### config.mk
export PLATFORM = sky130hd
export DESIGN_NAME = lsu_ctrl
export DESIGN_NICKNAME = d
export VERILOG_FILES = /design/src/rtl/lsu_ctrl.sv
export SDC_FILE = /design/constraint.sdc
export NUM_CORES = 1
export LEC_CHECK = 0
export CAP_MARGIN = 25
export CORE_ASPECT_RATIO = 1.5
export CORE_UTILIZATION = 40
export DETAILED_ROUTE_END_ITERATION = 12
export HOLD_SLACK_MARGIN = 0.12
export PLACE_DENSITY = 0.77
export SLEW_MARGIN = 0
export SYNTH_ARGS = -nofsm -noshare
export SYNTH_HDL_FRONTEND = slang
export SYNTH_SLANG_ARGS = --single-unit
### constraint.sdc
create_clock -name clk -period 5.1 [get_ports clk]
set_clock_uncertainty 0.1 [all_clocks]
set_input_delay 1.02 -clock clk [delete_from_list [all_inputs] [get_ports clk]]
set_output_delay 1.02 -clock clk [all_outputs]
set_load 0.01 [all_outputs]
### src/rtl/lsu_ctrl.sv
// Load/store unit controller: one outstanding access, fixed-latency memory,
// byte/half/word alignment checks, store lane steering and load extension.
module lsu_ctrl #(
    parameter int unsigned LATENCY    = 1,
    parameter logic [31:0] RESET_ADDR = 32'h8000_0000
) (
    input  logic        clk,
    input  logic        rst,
    input  logic        req_valid,
    output logic        req_ready,
    input  logic        req_wen,
    input  logic [31:0] req_addr,
    input  logic [31:0] req_wdata,
    input  logic [1:0]  req_size,
    input  logic        req_signed,
    output logic        resp_valid,
    input  logic        resp_ready,
    output logic [31:0] resp_rdata,
    output logic        resp_err,
    output logic [31:0] mem_raddr,
    input  logic [31:0] mem_rdata,
    output logic        mem_wen,
    output logic [31:0] mem_waddr,
    output logic [31:0] mem_wdata,
    output logic [3:0]  mem_wmask
);

    localparam int unsigned CNT_W = 4;

    localparam logic [1:0] S_IDLE = 2'd0;
    localparam logic [1:0] S_WAIT = 2'd1;
    localparam logic [1:0] S_RESP = 2'd2;

    localparam logic [1:0] SZ_BYTE = 2'd0;
    localparam logic [1:0] SZ_HALF = 2'd1;
    localparam logic [1:0] SZ_WORD = 2'd2;
    localparam logic [1:0] SZ_ILL  = 2'd3;

    logic [1:0]       state;
    logic [1:0]       state_nxt;
    logic [CNT_W-1:0] cnt;
    logic [31:0]      addr_q;
    logic [31:0]      wdata_q;
    logic             wen_q;
    logic [1:0]       size_q;
    logic             signed_q;

    logic        accept;
    logic        illegal;
    logic        last_wait;
    logic [4:0]  shamt;
    logic [31:0] rd_shifted;
    logic [31:0] load_ext;

    assign req_ready  = (state == S_IDLE);
    assign resp_valid = (state == S_RESP);
    assign accept     = req_valid && req_ready;
    assign last_wait  = (state == S_WAIT) && (cnt == '0);

    // Alignment / size legality of the incoming request
    always_comb begin
        illegal = 1'b0;
        case (req_size)
            SZ_HALF: illegal = req_addr[0];
            SZ_WORD: illegal = (req_addr[1:0] != 2'b00);
            SZ_ILL:  illegal = 1'b1;
            default: illegal = 1'b0;
        endcase
    end

    always_ff @(posedge clk) begin
        if (rst) begin
            state <= S_IDLE;
        end else begin
            state <= state_nxt;
        end
    end

    always_comb begin
        state_nxt = state;
        case (state)
            S_IDLE: begin
                if (accept) begin
                    state_nxt = illegal ? S_RESP : S_WAIT;
                end
            end
            S_WAIT: begin
                if (cnt == '0) begin
                    state_nxt = S_RESP;
                end
            end
            S_RESP: begin
                if (resp_ready) begin
                    state_nxt = S_IDLE;
                end
            end
            default: state_nxt = S_IDLE;
        endcase
    end

    // Request capture, wait counter and response registers
    always_ff @(posedge clk) begin
        if (rst) begin
            cnt        <= '0;
            addr_q     <= RESET_ADDR;
            wdata_q    <= '0;
            wen_q      <= 1'b0;
            size_q     <= SZ_ILL;
            signed_q   <= 1'b0;
            resp_rdata <= '0;
            resp_err   <= 1'b0;
        end else if (accept) begin
            cnt        <= CNT_W'(LATENCY - 1);
            addr_q     <= req_addr;
            wdata_q    <= req_wdata;
            wen_q      <= req_wen;
            size_q     <= req_size;
            signed_q   <= req_signed;
            resp_rdata <= '0;
            resp_err   <= illegal;
        end else if (state == S_WAIT) begin
            if (cnt != '0) begin
                cnt <= cnt - CNT_W'(1);
            end else if (!wen_q) begin
                resp_rdata <= load_ext;
            end
        end
    end

    assign shamt      = {addr_q[1:0], 3'b000};
    assign rd_shifted = mem_rdata >> shamt;

    always_comb begin
        load_ext = rd_shifted;
        case (size_q)
            SZ_BYTE: load_ext = signed_q ? {{24{rd_shifted[7]}}, rd_shifted[7:0]}
                                         : {24'h0, rd_shifted[7:0]};
            SZ_HALF: load_ext = signed_q ? {{16{rd_shifted[15]}}, rd_shifted[15:0]}
                                         : {16'h0, rd_shifted[15:0]};
            default: load_ext = rd_shifted;
        endcase
    end

    // Size code 3 (also the reset value) yields an all-zero mask
    always_comb begin
        mem_wmask = 4'b0000;
        case (size_q)
            SZ_BYTE: mem_wmask = 4'b0001 << addr_q[1:0];
            SZ_HALF: mem_wmask = 4'b0011 << addr_q[1:0];
            SZ_WORD: mem_wmask = 4'b1111;
            default: mem_wmask = 4'b0000;
        endcase
    end

    assign mem_raddr = {addr_q[31:2], 2'b00};
    assign mem_waddr = {addr_q[31:2], 2'b00};
    assign mem_wdata = wdata_q << shamt;
    assign mem_wen   = last_wait && wen_q && !rst;

endmodule

==> metrics.md <==
| Metric | Value |
|---|---|
| Crit path largest cell delay | `0.71 ns` |
| Placed Cells | `974` |
| Hold Path Class | `flip-flop to flip-flop` |
| CP Launch Type | `flip-flop` |
| Critical setup path kind | `flip-flop to output pin` |
| R2R Path Start | `addr_q[0]` |
| Vias per cell | `5.05` |
| Global-route wire length before repair | `23900 µm` |
| Synth Register Bits | `107` |
| Crit path depth | `4` |
| Slew Limit Fails | `0` |
| Number of synthesized flops with an enable pin | `0` |
| Later-pin clock latency in the skew report | `0.33 ns` |
| Layout Cells excl Fill | `989` |
| Drt first-iter violations | `175` |
| Async S/R FF share, synth | `0%` |
| Initial DRT Pass Iterations | `5` |
| Pwr dens | `285 nW/µm²` |
| Layout area overhead | `40.5%` |
| Post-Synthesis Cells | `684` |
| Row count | `51` |
| Largest net degree at the start of global routing | `74` |
| Post-CTS Setup Bufs | `0` |
| Final core utilization | `58.2%` |
| # resized after CTS | `0` |
| Cells along the critical path | `nor2b_1 > a21oi_1 > o21ai_0 > clkdlybuf4s50_1` |
| Via count | `4995` |
| DIE WIDTH | `97.2 µm` |
| GRT met1 Usage | `25.0%` |
| Critical path arrival | `2.46 ns` |
| CTS Hold Bufs | `0` |
| Port Buf Inserts | `235` |
| Critical path buffers and inverters | `1` |
| Final hold violation count | `0` |
| Synth top area cells | `dfxtp_1 39%, nand2_1 11%, buf_4 8.8%` |
| Reported max-cap violation count | `0` |
| Grt met2 use | `37.5%` |
| Initial Util | `41.4%` |
| Final nets | `931` |
| TritonCTS Buffers | `9` |
| RSZ-0062 raised after global routing | `false` |
| R2R Path End | `resp_rdata[20]` |
| Gpl congestion | `0.847` |
| Syn Area/Cell | `7.95 µm²` |
| Post-synth cell types | `44` |
| Top-count cell post-synth | `nand2_1` |
| Crit path launch | `addr_q[0]` |
| Status | `finished clean` |
| H-tree depth | `3` |
| Most used flip-flop cell after synthesis | `dfxtp_1` |
| F_max | `0.279 GHz` |
| Layout cell share with drive strength beyond 1 | `5.78%` |
| Fin crit share | `70.2%` |
| Worst path top cell family by delay | `simple AND/OR/NAND/NOR gates` |
| GR peak layer | `met2` |
| Top-level I/O count | `240` |
| Drt drc | `0` |
| CP Data Required Time | `3.98 ns` |
| Cells on worst reg2reg path | `5` |
| Synth warnings | `0` |
| Cell area after synthesis | `5440 µm²` |
| Routed Antenna Nets | `0` |
| Peak VDD IR | `202 µV` |
| Total Wirelength | `15600 µm` |
| Final Instance Area | `7640 µm²` |
| Die area | `14100 µm²` |
| Leading area contributor after synthesis | `dfxtp_1` |
| Die height | `145 µm` |
| Clk buf depth | `2` |
| Finish-stage setup viols | `0` |
| Total GRT Usage | `21.2%` |
| Root Buffer | `clkbuf_16` |
| Rel. slew slack | `45.1%` |
| Reg2reg setup slack | `2.39 ns` |
| Initial antenna violation count | `0` |
| Overflow after GRT | `0` |
| Drt wl/cell | `15.7 µm` |
| Fin crit period | `3.58 ns` |
| CTS tree | `built` |
| Vias in the first global route | `4623` |
| CP Capture Point | `mem_wmask[2]` |
| Ant. Diodes | `0` |
| Setup TNS | `0 ns` |
| Worst-path clk slew | `0.07 ns` |
| Placed Area | `7380 µm²` |
| Total leakage power | `2.74 nW` |
| Slew at the pin closest to its max-slew limit | `0.822 ns` |
| Top-area cell type share of the netlist area | `39.4%` |
| CP max-delay cell | `nor2b_1` |
| Commonest cells post-synth | `165 x nand2_1, 107 x dfxtp_1, 93 x a21oi_1` |
| Met3 usage | `3.51%` |
| Crit Path Max Fanout | `16` |
| Core Area | `13100 µm²` |
| Hpwl dp | `11400 µm` |
| CP endpoint kind | `output pin` |
| CTS Sinks | `107` |
| Register area share after synthesis | `39.4%` |
[state kept, by name, summed over array words and instances, names as in the netlist]
signal,cells
addr_q,32
cnt,4
resp_err,1
resp_rdata,32
signed_q,1
size_q,2
state,2
wdata_q,32
wen_q,1
[power breakdown]
group | internal (mW) | switching (mW) | leakage [nW]
sequential | 0.893 | 0.0561 | 0.875
combinational | 0.313 | 0.282 | 1.73
clock | 0.342 | 0.295 | 0.132
total | 1.55 | 0.634 | 2.74
[metrics by stage]
| step | power, mW | hold slack [ns] | worst slack (ns) |
|---|---|---|---|
| 3_3_place_gp | 1.56 | 0.339 | 1.80 |
| 5_1_grt | 2.31 | 0.376 | 1.33 |
| 3_5_place_dp | 1.57 | 0.345 | 1.81 |
| 4_1_cts | 2.21 | 0.355 | 1.51 |
| 2_1_floorplan | 1.30 | 0.332 | 2.29 |
| 6_report | 2.18 | 0.353 | 1.52 |
[worst reg2reg max path, delay by kind of cell, from the launching register on]
| kind | cells | cell delay, ns |
|---|---|---|
| and+or+nand+nor | 1 | 0.72 |
| AOI/OAI and AO/OA | 3 | 1.02 |
| DFF | 1 | 0.52 |
| buffers and inverters | 1 | 0.31 |
[cell type report]
| cell class | instances | area, µm² |
|---|---|---|
| fillers | 1214 | 5500 |
| multi-input cells | 462 | 2610 |
| repair buffers | 244 | 2410 |
| clock buffers | 11 | 243 |
| clock inverters | 4 | 26.3 |
| well taps | 159 | 199 |
| inverters | 2 | 7.51 |
| flip-flops and latches | 107 | 2140 |
[worst min path at each step]
stage                startpoint          end  slack (ns)  cells past startpoint
global route        wdata_q[28]  wdata_q[28]        0.38                      2
global placement    wdata_q[26]  wdata_q[26]        0.34                      2
finish              wdata_q[26]  wdata_q[26]        0.35                      2
CTS                 wdata_q[31]  wdata_q[31]        0.36                      2
floorplan           wdata_q[24]  wdata_q[24]        0.33                      2
detailed placement  wdata_q[26]  wdata_q[26]        0.35                      2
[cell usage in the layout (no fill, tap or decap), types with 8 or more instances in the layout]
master | synthesis | final
clkbuf_16 | 0 | 9
nor2_1 | 30 | 30
o221a_1 | 10 | 10
clkdlybuf4s50_1 | 0 | 234
and2_1 | 16 | 16
o21ai_0 | 25 | 25
nand2_1 | 165 | 164
mux2_2 | 8 | 8
nor2b_1 | 13 | 13
buf_4 | 64 | 9
mux2i_1 | 32 | 32
a211oi_1 | 11 | 11
dfxtp_1 | 107 | 105
a21oi_1 | 93 | 93
[per-layer routing]
layer	vias up	wire (µm)	share of wire, %
met2	171	8030	52
met3	33	723	4.6
met5	-	0	0
li1	2525	-	-
met4	0	629	4.0
met1	2266	6180	40
[cell families after synthesis]
family          share of synthesized area, %
fa+ha+maj                              0.230
xor+xnor                               0.644
flops                                   39.4
other cells                           0.0689
mux                                     8.03
buf+inv                                 13.1
compound gates                          18.9
simple gates                            19.6
No activity file was read; power rests on OpenSTA's default activity.
